--- config.mk ---
export PLATFORM = sky130hd
export DESIGN_NAME = servo_ramp_ctrl
export DESIGN_NICKNAME = d
export VERILOG_FILES = /design/src/rtl/servo_ramp_ctrl.sv
export SDC_FILE = /design/constraint.sdc
export NUM_CORES = 1
export LEC_CHECK = 0
export CORE_ASPECT_RATIO = 0.9
export CORE_MARGIN = 10
export CORE_UTILIZATION = 40
export DETAILED_ROUTE_END_ITERATION = 16
export PLACE_DENSITY = 0.67
export SYNTH_ARGS = -nofsm -noshare
export SYNTH_HDL_FRONTEND = slang
export SYNTH_SLANG_ARGS = --single-unit
--- constraint.sdc ---
create_clock -name clk -period 6.3 [get_ports clk]
set_clock_uncertainty 0.05 [all_clocks]
set_input_delay 1.26 -clock clk [delete_from_list [all_inputs] [get_ports clk]]
set_output_delay 1.26 -clock clk [all_outputs]
set_load 0.1 [all_outputs]
--- src/rtl/servo_ramp_ctrl.sv ---
// rtl/servo_ramp_ctrl.sv - servo PWM pulsewidth sequencer with clamped slew-limited ramp and settle hold
module servo_ramp_ctrl #(
  parameter int W           = 12,
  parameter int PERIOD      = 2000,
  parameter int PW_MIN      = 100,
  parameter int PW_MAX      = 200,
  parameter int STEP        = 1,
  parameter int HOLD_FRAMES = 50
) (
  input  logic         clk,
  input  logic         rst_n,
  input  logic         enable,
  input  logic [W-1:0] cmd_pw,
  input  logic         cmd_valid,
  output logic         cmd_ready,
  output logic         pwm_en,
  output logic [W-1:0] pulsewidth,
  output logic         frame_tick,
  output logic         busy,
  output logic         at_target
);

  localparam int FW = (PERIOD > 1) ? $clog2(PERIOD) : 1;
  localparam int HW = (HOLD_FRAMES > 1) ? $clog2(HOLD_FRAMES + 1) : 1;

  localparam logic [FW-1:0] LP_CNT_LAST  = FW'(PERIOD - 1);
  localparam logic [FW-1:0] LP_CNT_PRE   = FW'(PERIOD - 2);
  localparam logic [W-1:0]  LP_PW_MIN    = W'(PW_MIN);
  localparam logic [W-1:0]  LP_PW_MAX    = W'(PW_MAX);
  localparam logic [W-1:0]  LP_PW_MID    = W'((PW_MIN + PW_MAX) / 2);
  localparam logic [W:0]    LP_STEP      = (W + 1)'(STEP);
  localparam logic [HW-1:0] LP_HOLD_LAST = HW'(HOLD_FRAMES - 1);

  typedef enum logic [1:0] {
    S_IDLE,
    S_RAMP,
    S_HOLD
  } state_t;

  state_t          r_state;
  state_t          w_state_n;
  logic [FW-1:0]   r_frame_cnt;
  logic            r_frame_tick;
  logic            r_pwm_en;
  logic [HW-1:0]   r_hold_cnt;
  logic [HW-1:0]   w_hold_n;
  logic [W-1:0]    r_pw;
  logic [W-1:0]    w_pw_n;
  logic [W-1:0]    r_target;
  logic [W-1:0]    w_target_n;

  logic            w_ready;
  logic            w_accept;
  logic [W-1:0]    w_clamp;
  logic [W:0]      w_diff;
  logic [W:0]      w_mag;
  logic            w_down;
  logic [W-1:0]    w_step;
  logic [W-1:0]    w_pw_stepped;

  // Frame timebase: the tick register is loaded one count early so it is high on the last cycle of the frame
  always_ff @(posedge clk or negedge rst_n) begin
    if (!rst_n) begin
      r_frame_cnt  <= '0;
      r_frame_tick <= 1'b0;
      r_pwm_en     <= 1'b0;
    end else begin
      r_pwm_en <= enable;
      if (!enable) begin
        r_frame_cnt  <= '0;
        r_frame_tick <= 1'b0;
      end else begin
        r_frame_cnt  <= (r_frame_cnt == LP_CNT_LAST) ? '0 : r_frame_cnt + 1'b1;
        r_frame_tick <= (r_frame_cnt == LP_CNT_PRE);
      end
    end
  end

  // Command clamp and slew step; the signed difference needs one extra bit
  always_comb begin
    w_clamp = cmd_pw;
    if (cmd_pw < LP_PW_MIN) begin
      w_clamp = LP_PW_MIN;
    end else if (cmd_pw > LP_PW_MAX) begin
      w_clamp = LP_PW_MAX;
    end
    w_diff       = {1'b0, r_target} - {1'b0, r_pw};
    w_down       = w_diff[W];
    w_mag        = w_down ? (~w_diff + 1'b1) : w_diff;
    w_step       = (w_mag < LP_STEP) ? w_mag[W-1:0] : LP_STEP[W-1:0];
    w_pw_stepped = w_down ? (r_pw - w_step) : (r_pw + w_step);
  end

  assign w_ready  = rst_n && enable && (r_state != S_RAMP);
  assign w_accept = cmd_valid && w_ready;

  // Next-state logic: disable wins, then an accepted command, then frame-tick driven progress
  always_comb begin
    w_state_n  = r_state;
    w_hold_n   = r_hold_cnt;
    w_pw_n     = r_pw;
    w_target_n = r_target;
    if (!enable) begin
      w_state_n = S_IDLE;
      w_hold_n  = '0;
    end else if (w_accept) begin
      w_target_n = w_clamp;
      w_hold_n   = '0;
      w_state_n  = (w_clamp == r_pw) ? S_HOLD : S_RAMP;
    end else if (r_frame_tick) begin
      case (r_state)
        S_RAMP: begin
          w_pw_n = w_pw_stepped;
          if (w_pw_stepped == r_target) begin
            w_state_n = S_HOLD;
            w_hold_n  = '0;
          end
        end
        S_HOLD: begin
          if (r_hold_cnt == LP_HOLD_LAST) begin
            w_state_n = S_IDLE;
            w_hold_n  = '0;
          end else begin
            w_hold_n = r_hold_cnt + 1'b1;
          end
        end
        default: begin
          w_state_n = r_state;
        end
      endcase
    end
  end

  // Sequencer state register; reset parks the servo at mid travel
  always_ff @(posedge clk or negedge rst_n) begin
    if (!rst_n) begin
      r_state    <= S_IDLE;
      r_hold_cnt <= '0;
      r_pw       <= LP_PW_MID;
      r_target   <= LP_PW_MID;
    end else begin
      r_state    <= w_state_n;
      r_hold_cnt <= w_hold_n;
      r_pw       <= w_pw_n;
      r_target   <= w_target_n;
    end
  end

  assign cmd_ready  = w_ready;
  assign pwm_en     = r_pwm_en;
  assign pulsewidth = r_pw;
  assign frame_tick = r_frame_tick;
  assign busy       = (r_state != S_IDLE);
  assign at_target  = (r_pw == r_target) && (r_state != S_RAMP);

endmodule
Word level (Yosys, flattened, before mapping). Index checks and enable logic that the tools add are counted.

Register bits: 45. Input port bits: 16. Output and inout bits: 17. Logic and storage cells: 61.

Add/subtract/negate cells: 6. Magnitude comparators: 3. Equality and inequality tests: 13. Muxes and demuxes: 21. Bitwise gates (word level): 2. Reductions and logical operators: 9.

Operator list (number): 2-to-1 mux 12 bit (4); equality test 12 bit (3); 2-to-1 mux 6 bit (5); equality test 11 bit, second input constant (2); 2-to-1 mux 11 bit (2); adder 13 x 1 -> 13 bit, second input constant (1); < comparator 13 x 1 -> 1 bit, second input constant (1); 2-to-1 mux 13 bit (1); inverter 13 bit (1); subtractor 12 x 12 -> 13 bit (1); adder 12 bit (1); > comparator 12 x 8 -> 1 bit, second input constant (1); < comparator 12 x 7 -> 1 bit, second input constant (1); 2-to-1 mux 2 bit (6); case mux 6 bit (2 select lines) (1); subtractor 12 bit (1); adder 11 x 1 -> 11 bit, second input constant (1); inequality test 4 bit, second input constant (2); AND reduction 4 bit (2); adder 6 x 1 -> 6 bit, second input constant (1); equality test 6 bit, second input constant (1); logical AND 1 bit (4); inequality test 4 x 1 -> 1 bit, second input constant (1); case mux 2 bit (2 select lines) (1); 9 further kinds (9).

Logic depth before layout (Yosys ltp). Gate-level depths: netlist of run 1.

Word-level depth: 14. Gate-level depth with buffers: 30. Gate-level depth less buffers: 28.

Least setup slack after synthesis of run 1. Ideal clock, no wire load.

Kind: register to register. From: reg r_pw[11], in the netlist pulsewidth[11]. To: reg r_hold_cnt[0]. Setup time: 125 ps. Arrival time: 6650 ps. Data required time: 6125 ps. Path slack: -525 ps. Cell stages (with the launch flop): 28. Buffers on the path: 4. Period minus slack after synthesis: 6825 ps. Path through: dfrtp_1 -> inv_1 -> ha_1 -> buf_6 -> and4_1 -> nand2_2 -> nor2b_4 -> or4_4 -> nor4_1 -> a211o_1 -> nand4b_2 -> or4b_1 -> buf_2 -> nand2_1 -> ha_1 -> or2_2 -> a21oi_1 -> a31oi_1 -> a311oi_1 -> xnor3_1 -> nor3_1 -> and4_1 -> clkbuf_1 -> nand3_1 -> mux2_4 -> and3_1 -> buf_6 -> mux2_4.

Word-level cells in the longest chain between the ends: 11. Elaborated cells on any way between the ends: 12. Those cells by class: 4 x add/sub; 1 x order compare; 2 x eq/ne; 3 x mux; 1 x bitwise; 1 x reduce/logical.

RTL lines: start: declaration (RTL line 47) `logic [W-1:0] r_pw;`; start signal: assignment (RTL line 144) `r_pw <= w_pw_n;`; subtractor 12 x 12 -> 13 bit (RTL line 87) `w_diff = {1'b0, r_target} - {1'b0, r_pw};`; inverter 13 bit (RTL line 89) `w_mag = w_down ? (~w_diff + 1'b1) : w_diff;`; adder 13 x 1 -> 13 bit (RTL line 89); 2-to-1 mux 13 bit (RTL line 89); < comparator 13 x 1 -> 1 bit (RTL line 90) `w_step = (w_mag < LP_STEP) ? w_mag[W-1:0] : LP_STEP[W-1:0];`; 2-to-1 mux 12 bit (RTL line 90); adder 12 bit or subtractor 12 bit (tied branches) (RTL line 91) `w_pw_stepped = w_down ? (r_pw - w_step) : (r_pw + w_step);`; 2-to-1 mux 12 bit * (RTL line 91); equality test 12 bit * (RTL line 114) `if (w_pw_stepped == r_target) begin`; inequality test 4 bit (no source line) *; AND reduction 3 bit (no source line) *; end signal: assignment (RTL line 143) `r_hold_cnt <= w_hold_n;`; end: declaration (RTL line 45) `logic [HW-1:0] r_hold_cnt;`.

Mark *: on every way between the ends. The rest lies on a longest branch, timed or not. A chain may end at the register's enable or synchronous reset.

Final worst setup path of run 1.
From: reg r_pw[1], in the netlist pulsewidth[1]. To: reg r_hold_cnt[0].

The elaborated chain is that of the path after synthesis.

==> impl_results.md, run 1 <==
- Status: finished clean
- Grt total ovfl: 0
- Syn Inst Count: 507
- Final wirelength: ~13 mm
- Worst Path Max Fanout: 7
- DRT Pass-1 Iters: 5
- N_diodes: 0
- Final Critical Period: 6150 ps
- Fill cell count: 890
- H-tree depth: 2
- Fmax: 0.163 GHz
- Routed len/inst: 17.8 µm
- Die width: 129 µm
- Yosys cell types: 82
- Relative slew slack: between 30% and 40%
- Core ar.: 10,400 µm²
- CP arrival: 6280 ps
- Critical R2R Capture: r_hold_cnt[0]$_DFFE_PN0P_
- Final Cycle Share: 97.6%
- Max clock buf depth: 2
- Placed cell area: between 5000 and 6000 µm²
- Number of flops mapped to enable cells by yosys: 0
- Post-CTS Hold Fix Bufs: 0
- Seq/Total Area, Yosys: 26.4%
- Reg-to-Reg Start: pulsewidth[1]$_DFFE_PN1P_
- Vias/cell: 5.75
- CTS tree: done
- Worst-Margin Slew: 988 ps
- Hold Path Sink: r_frame_cnt[0]$_DFF_PN0_
- Startpoint types: flop
- CP Capture Type: flop
- Post-Syn Area: 4310 µm²
- Max Cap Violations: 0
- Pwr per Cell Area: around 190 nW/µm²
- Die Ht: 118 µm
- Final setup vio count: 0
- GP Congestion: 0.921
- # DRC: 0
- Seq cells post-synth: 45
- Final Max Slew Viols: 0
- Worst r2r path cells: 26
- Routed Antenna Nets: 0
- Drt initial violations: 409
- Leak Pwr: 2.38 nW
- Number of buffers created by CTS: 5
- Synth Flop Type: dfrtp_1
- Share of synthesized registers carrying an async set or reset: 100%
- Post-route cell area: 5820 µm²
- WP data required: around 6400 ps
- Ports: 33
- Tot GR Track Use: between 10% and 20%
- Initial antenna violation count: 0
- Rows: 35
- Cells on Worst Hold Path: 1
- Starting Density: 41.5%
- Clock transition at path regs: approximately 70 ps
- Mean Syn Cell Area: 8.49 µm²
- Yosys warns: 0
- Clk root buf: clkbuf_16
- Via count: 4,240
- Reg2Reg Setup Slack: 150 ps
- Layout cells sized above 1: about 30%
- Post-DP HPWL: 9.60 mm
- Clk sinks: 45
- Largest net degree at the start of global routing: 46
- Max rail drop VDD: 0.0000949 V
- Fin nets: 655
- Commonest non-fill, non-tap cell in the layout: buf_4
- Final Hold Viols: 0
- Hold Crit Class: flop to flop
- Final Power: 1.09 mW
- Vias in the first global route: 4,089
- Commonest cells after routing, fill and taps aside: 75 x buf_4, 51 x nand2_1, 40 x nor2_1
- Worst hold start: r_frame_cnt[0]$_DFF_PN0_
- Clk_lat worst skew: 290 ps
- Syn_nets: around 550
- Setup CP Type: flop to flop
- First-pass GRT wire length: 20.9 mm
- I/O Buffers: 32
- Area grow syn2layout: 35.3%
- Die area: between 15,000 and 20,000 µm²
==> logic make-up (layout without fill, tap and decap cells) <==
| family | Yosys count | after routing | synth area share [%] |
|---|---|---|---|
| AND/OR/NAND/NOR | 214 | 214 | 26.6 |
| AO/OA/AOI/OAI | 127 | 127 | 21.6 |
| XOR/XNOR | 46 | 46 | 10.0 |
| flip-flops | 45 | 45 | 26.4 |
| buffers and inverters | 38 | 140 | 4.65 |
| adder cells (fa/ha/maj) | 31 | 31 | 9.36 |
| multiplexers | 5 | 5 | 1.39 |
| other | 1 | 1 | 0.0871 |
==> worst max-delay path, stage by stage (launching register included) <==
cell and delay (ps):
dfstp_4 640, inv_2 60, ha_4 260, nor2b_4 180, o211ai_1 130, a211o_1 350, a311oi_4 350, o311ai_4 190
o32ai_4 140, nand4_1 130, nor3_2 220, o2111a_2 270, ha_1 240, and2_4 150, fa_2 380, nor2b_2 180
o2111ai_2 130, nand2_1 130, xnor2_2 140, xnor2_1 90, nor4_1 310, buf_4 170, and4_4 250, nand3_1 80
mux2_4 290, and3_4 220, mux2_4 300
==> what timing repair did <==
item	in CTS	in global routing
setup endpoints to repair	8	8
hold endpoints to repair	0	0
pin swaps	4	28
setup buffers	1	12
gates resized for setup	6	55
==> registers in the layout, summed over array words and instances (netlist names) <==
name	flops
pwm_en	1
r_state	2
r_hold_cnt	6
r_frame_cnt	11
frame_tick	1
r_target	12
pulsewidth	12
==> Yosys cell counts, types with 3 or more instances <==
| library cell | instances | area share, % |
|---|---|---|
| xnor2_1 | 26 | 5.3 |
| inv_1 | 22 | 1.9 |
| nand3_1 | 22 | 2.6 |
| a211o_1 | 5 | 1.0 |
| a21boi_1 | 3 | 0.52 |
| dfrtp_1 | 37 | 22 |
| nor2_1 | 40 | 3.5 |
| nor3b_1 | 4 | 0.70 |
| nand2b_1 | 13 | 1.9 |
| ha_1 | 29 | 8.4 |
| o21ai_0 | 33 | 3.8 |
| mux2i_1 | 3 | 0.70 |
| nor4_1 | 9 | 1.3 |
| o311ai_0 | 4 | 0.81 |
| o211ai_1 | 7 | 1.2 |
| or2_2 | 4 | 0.58 |
| and3_1 | 4 | 0.58 |
| nand3b_1 | 3 | 0.52 |
| buf_6 | 7 | 1.8 |
| and2_1 | 12 | 1.7 |
| o2111ai_1 | 4 | 0.81 |
| clkbuf_1 | 7 | 0.61 |
| a21o_1 | 6 | 1.0 |
| o31ai_1 | 3 | 0.52 |
| xor2_1 | 18 | 3.7 |
| a21oi_1 | 15 | 1.7 |
| nor3_1 | 13 | 1.5 |
| a311oi_1 | 3 | 0.61 |
| nand4_1 | 9 | 1.3 |
| o21a_1 | 6 | 1.0 |
| nand2_1 | 52 | 4.5 |
| dfstp_2 | 8 | 4.9 |
| nor2b_1 | 10 | 1.5 |
| o21ai_1 | 6 | 0.70 |
==> metrics by stage <==
step	TNS [ps]	hold WS (ps)	instances	setup slack, ps	util (%)
2_1_floorplan	0	424	507	8.64	-
5_1_grt	-557	501	738	-98.6	56.1
3_5_place_dp	-688	458	717	-126	50.7
3_3_place_gp	-181	448	717	-44.7	50.7
4_1_cts	0	467	726	5.29	52.5
6_report	0	469	738	153	56.1
==> area by class of cell <==
type	count	area [µm²]	area share [%]
clock buffer	5	125	2.15
clock inverter	3	21.3	0.365
inverter	22	82.6	1.42
multi-input combinational	424	3350	57.5
sequential	45	1170	20.0
tap	129	161	2.77
timing repair buffer	110	921	15.8
==> power breakdown <==
| group | switching [mW] | internal (mW) | total [mW] |
|---|---|---|---|
| combinational | 0.264 | 0.237 | 0.501 |
| clock | 0.120 | 0.148 | 0.267 |
| sequential | 0.0155 | 0.303 | 0.319 |
==> metal layers <==
layer	up-vias	wire, µm	global-route usage [%]
met2	121	5950	24.2
met4	0	209	4.55
met1	2051	6270	23.9
met5	-	0	0
li1	2054	-	-
met3	14	680	1.92
==> worst max-delay path by stage <==
stage	start	slack, ps	cells after the start	to
2_1_floorplan	pulsewidth[2]$_DFFE_PN1P_	9	26	r_hold_cnt[0]$_DFFE_PN0P_
3_3_place_gp	pulsewidth[1]$_DFFE_PN1P_	-40	26	r_hold_cnt[0]$_DFFE_PN0P_
3_5_place_dp	pulsewidth[1]$_DFFE_PN1P_	-130	26	r_hold_cnt[3]$_DFFE_PN0P_
4_1_cts	pulsewidth[1]$_DFFE_PN1P_	5	27	r_hold_cnt[3]$_DFFE_PN0P_
5_1_grt	pulsewidth[7]$_DFFE_PN1P_	-100	26	r_hold_cnt[0]$_DFFE_PN0P_
6_report	pulsewidth[1]$_DFFE_PN1P_	150	26	r_hold_cnt[0]$_DFFE_PN0P_
Power figures use the tool's default switching activity.
==> inputs of run 2 (changes only) <==
- GPL_ROUTABILITY_DRIVEN: not set -> 0
- MAX_ROUTING_LAYER: not set -> met4
==> run 2 against run 1 <==
  * Die area unchanged
  * Wire length down 5.2%
  * Flip-flop and latch count is the same
  * Highest routed layer unchanged
==> impl_results.md, run 2 (synthesis results as in run 1) <==
- Status: finished clean
- Pwr per Cell Area: 180 nW/µm²
- Worst-Margin Slew: 977 ps
- Layout cells sized above 1: 28.0%
- CP Capture Type: flop
- Clk sinks: 45
- WP data required: 6440 ps
- Final setup vio count: 0
- Post-CTS Hold Fix Bufs: 0
- Die area: 15,300 µm²
- Die width: 129 µm
- Reg2Reg Setup Slack: 180 ps
- Initial antenna violation count: 0
- Clock transition at path regs: 70 ps
- Hold Crit Class: flop to flop
- Delay-heaviest family, CP: compound AO/OA/AOI/OAI gates
- Slowest-stage cell, CP: dfstp_4
- Tot GR Track Use: 16.1%
- Post-DP HPWL: 9.56 mm
- Worst Setup SP: pulsewidth[1]$_DFFE_PN1P_
- CP Buf/Inv Count: 5
- Area grow syn2layout: 32.1%
- # DRC: 0
- N_diodes: 0
- Setup CP Type: flop to flop
- Critical R2R Capture: r_hold_cnt[3]$_DFFE_PN0P_
- Leak Pwr: 2.32 nW
- Layout Utilization: 54.8%
- Commonest cells after routing, fill and taps aside: 63 x buf_4, 51 x nand2_1, 40 x nor2_1
- Routed len/inst: 17.1 µm
- Critical path's largest stage delay: approximately 640 ps
- Cells on Worst Hold Path: 2
- Final wirelength: 12.4 mm
- Setup_tns: 0 ps
- Startpoint types: flop
- Post-Route Hold Slack: 474 ps
- Hold Path Sink: r_target[4]$_DFFE_PN1P_
- Final Max Slew Viols: 0
- I/O Buffers: 32
- Final Hold Viols: 0
- Vias/cell: 5.70
- H-tree depth: 2
- Die Ht: 118 µm
- Number of buffers created by CTS: 5
- Ports: 33
- Fin nets: 643
- Starting Density: 41.5%
- Worst r2r path cells: 29
- Rows: 35
- Vias in the first global route: 4,002
- Worst hold start: r_target[4]$_DFFE_PN1P_
- Via count: 4,140
- Critical Path Stages: 29
- Largest net degree at the start of global routing: 46
- Commonest non-fill, non-tap cell in the layout: buf_4
- Drt initial violations: ~290
- Clk root buf: clkbuf_16
- CP arrival: 6260 ps
- Core ar.: 10,400 µm²
- DRT Pass-1 Iters: 5
- Relative slew slack: 34.7%
- Grt total ovfl: 0
- Worst Path Max Fanout: 7
- Final Critical Period: 6120 ps
- Fmax: 0.163 GHz
- Routed Antenna Nets: 0
- Reg-to-Reg Start: pulsewidth[1]$_DFFE_PN1P_
- First-pass GRT wire length: 20.0 mm
- Max Cap Violations: 0
- Max rail drop VDD: roughly 0.00015 V
- Max clock buf depth: 2
- CTS tree: done
- Clk_lat worst skew: just under 300 ps
- Final Cycle Share: 97.1%
[run 2: cell types whose count changed in the layout (fill, tap and decap cells not counted), sizes merged]
cell and change:
inv -1, clkinv +2, buf -12, clkinvlp -1
[run 2: tightest hold or removal path: cells and delay by family, from the launching register on]
kind	cells	cell delay (ps)
simple gates	1	50
flops	1	390
compound gates	1	80
[run 2: what timing repair did]
action,4_1_cts,5_1_grt
resized for setup,11,46
setup endpoints to repair,8,8
setup buffers,1,7
hold endpoints to repair,0,0
pin swaps,11,27
[run 2: how the worst max path moves through the flow]
stage                                           end
after global routing      r_hold_cnt[3]$_DFFE_PN0P_
after detailed placement  r_hold_cnt[4]$_DFFE_PN0P_
after CTS                 r_hold_cnt[3]$_DFFE_PN0P_
after global placement    r_hold_cnt[0]$_DFFE_PN0P_
after floorplan           r_hold_cnt[0]$_DFFE_PN0P_
final                     r_hold_cnt[3]$_DFFE_PN0P_
[run 2: cell type report]
| type | instances | area (µm²) |
|---|---|---|
| fillers | 915 | 4690 |
| multi-input cells | 424 | 3300 |
| flip-flops and latches | 45 | 1170 |
| repair buffers | 98 | 822 |
| well taps | 129 | 161 |
| clock buffers | 5 | 125 |
| inverters | 22 | 87.6 |
| clock inverters | 3 | 22.5 |
[run 2: metrics by stage]
stage | setup slack, ps | area, µm² | power (mW) | instances
CTS | 1.40 | 5400 | 0.975 | 719
global placement | -15.6 | 5200 | 0.699 | 710
global route | -58.6 | 5690 | 1.08 | 726
finish | 181 | 5690 | 1.02 | 726
detailed placement | -138 | 5200 | 0.706 | 710
floorplan | 8.64 | 4420 | 0.586 | 507
[run 2: layer usage]
layer | wire (µm) | part of all wire [%] | GRT usage (%) | vias to the layer above
li1 | - | - | - | 2026
met1 | 5920 | 48 | 21.9 | 1997
met2 | 5780 | 47 | 24.7 | 103
met3 | 554 | 4.5 | 1.79 | 14
met4 | 175 | 1.4 | 4.05 | 0
met5 | 0 | 0 | - | -
[run 2: power breakdown]
group          total, mW  switching, mW  internal [mW]
logic              0.443          0.236          0.207
registers          0.318         0.0149          0.303
clock network      0.260          0.112          0.148
total               1.02          0.363          0.658
==> inputs of run 3 (changes only) <==
- SKIP_CTS_REPAIR_TIMING: not set -> 1
==> run 3 against run 2 <==
  * Flip-flop and latch count unchanged
  * Fmax decreased by 0.14%
  * Via count increased by 0.41%
  * Hold slack got worse by 5.0 ps
  * Combinational power decreased by 4%
  * Global-route usage decreased by 0.14 points
  * Core utilization decreased by 0.64 points
  * Critical endpoint is now r_state[0]$_DFFE_PN0P_
  * Largest power group unchanged
==> impl_results.md, run 3 (synthesis results as in run 1) <==
- Status: finished clean
- Fin nets: 641
- Die width: 129 µm
- Final Worst Setup Slack: 172 ps
- CP Capture Type: flop
- Delay-heaviest family, CP: compound AO/OA/AOI/OAI gates
- Final Critical Period: 6130 ps
- Vias/cell: 5.74
- Clk_lat worst skew: approximately 290 ps
- First-pass GRT wire length: 19.9 mm
- Fill cell count: slightly above 900
- Critical Path Stages: 26
- Post-DP HPWL: 9.56 mm
- Largest net degree at the start of global routing: 46
- Pre-CTS WS: -138 ps
- Area grow syn2layout: 30.5%
- Routed Antenna Nets: 0
- WP data required: 6390 ps
- Hold Crit Class: flop to flop
- Layout cells sized above 1: 27.2%
- Clk sinks: 45
- Die area: 15,300 µm²
- Worst r2r path cells: 26
- CP Buf/Inv Count: 5
- Critical path's largest stage delay: roughly 620 ps
- Relative slew slack: 34.7%
- Non-Filler Instances: 724
- Pwr per Cell Area: 179 nW/µm²
- Worst Path Max Fanout: 7
- Layout Utilization: 54.2%
- H-tree depth: 2
- Flip-flop and latch area: 1170 µm²
- N_diodes: 0
- Clock transition at path regs: 70 ps
- Startpoint types: flop
- Starting Density: 41.5%
- # DRC: 0
- Max Cap Violations: 0
- Die Ht: 118 µm
- Rows: 35
- Fmax: between 0.15 and 0.2 GHz
- Drt initial violations: 292
- Via count: 4,157
- Cell mode on critical path: buf_4
- Initial antenna violation count: 0
- Grt total ovfl: 0
- Final Hold Viols: 0
- Commonest cells after routing, fill and taps aside: 63 x buf_4, 50 x nand2_1, 40 x nor2_1
- Dpl cells: 710
- Number of buffers created by CTS: 5
- Tot GR Track Use: between 15 and 20%
- Final wirelength: 12.4 mm
- Vias in the first global route: roughly 4,000
- CP arrival: 6220 ps
- Multi-input gate area: approximately 3300 µm²
- Leak Pwr: about 2.3 nW
- Ports: 33
- Core ar.: 10,400 µm²
- Final Power: 1.00 mW
- Post-route cell area: 5620 µm²
- Setup_tns: 0 ps
- Final Cycle Share: 97.3%
- I/O Buffers: 32
- Routed len/inst: 17.1 µm
- Final Max Slew Viols: 0
- CTS tree: done
- Post-Route Hold Slack: 469 ps
- Max clock buf depth: 2
- Final setup vio count: 0
- Clk root buf: clkbuf_16
- Setup CP Type: flop to flop
- DRT Pass-1 Iters: 6
- Worst-Margin Slew: 977 ps
- Commonest non-fill, non-tap cell in the layout: buf_4
- Slowest-stage cell, CP: dfstp_4
- Cells on Worst Hold Path: 2
- Placed cell area: ~5200 µm²
- Max rail drop VDD: 0.000152 V
==> run 3: tightest hold or removal path: cells and delay by family (launching register included) <==
kind | cells | cell delay, ps
flops | 1 | 390
compound gates | 1 | 70
simple gates | 1 | 50
==> run 3: cell type report <==
| cell class | count | share of cell area, % |
|---|---|---|
| Timing Repair Buffer | 96 | 14.2 |
| Tap cell | 129 | 2.87 |
| Multi-Input combinational cell | 424 | 58.1 |
| Clock inverter | 3 | 0.401 |
| Inverter | 22 | 1.47 |
| Sequential cell | 45 | 20.7 |
| Clock buffer | 5 | 2.23 |
==> run 3: worst paths after layout <==
kind | start | endpoint | slack (ps)
worst max-delay path | pulsewidth[1]$_DFFE_PN1P_ | r_state[0]$_DFFE_PN0P_ | 170
worst min-delay path | r_target[4]$_DFFE_PN1P_ | r_target[4]$_DFFE_PN1P_ | 470
worst max register to register | pulsewidth[1]$_DFFE_PN1P_ | r_state[0]$_DFFE_PN0P_ | 170
worst min register to register | r_target[4]$_DFFE_PN1P_ | r_target[4]$_DFFE_PN1P_ | 470
max in group asynchronous | rst_n | pulsewidth[11]$_DFFE_PN0P_ | 4710
min in group asynchronous | rst_n | pulsewidth[6]$_DFFE_PN0P_ | 1060
==> run 3: power by group <==
part | internal (mW) | switching, mW
Clock | 0.148 | 0.114
Sequential | 0.303 | 0.0149
Combinational | 0.195 | 0.230
==> run 3: layer usage <==
metal	part of all wire [%]	global-route usage, %
met3	4.1	1.56
met1	49	21.8
met2	45	24.2
met5	0	-
met4	1.7	4.55
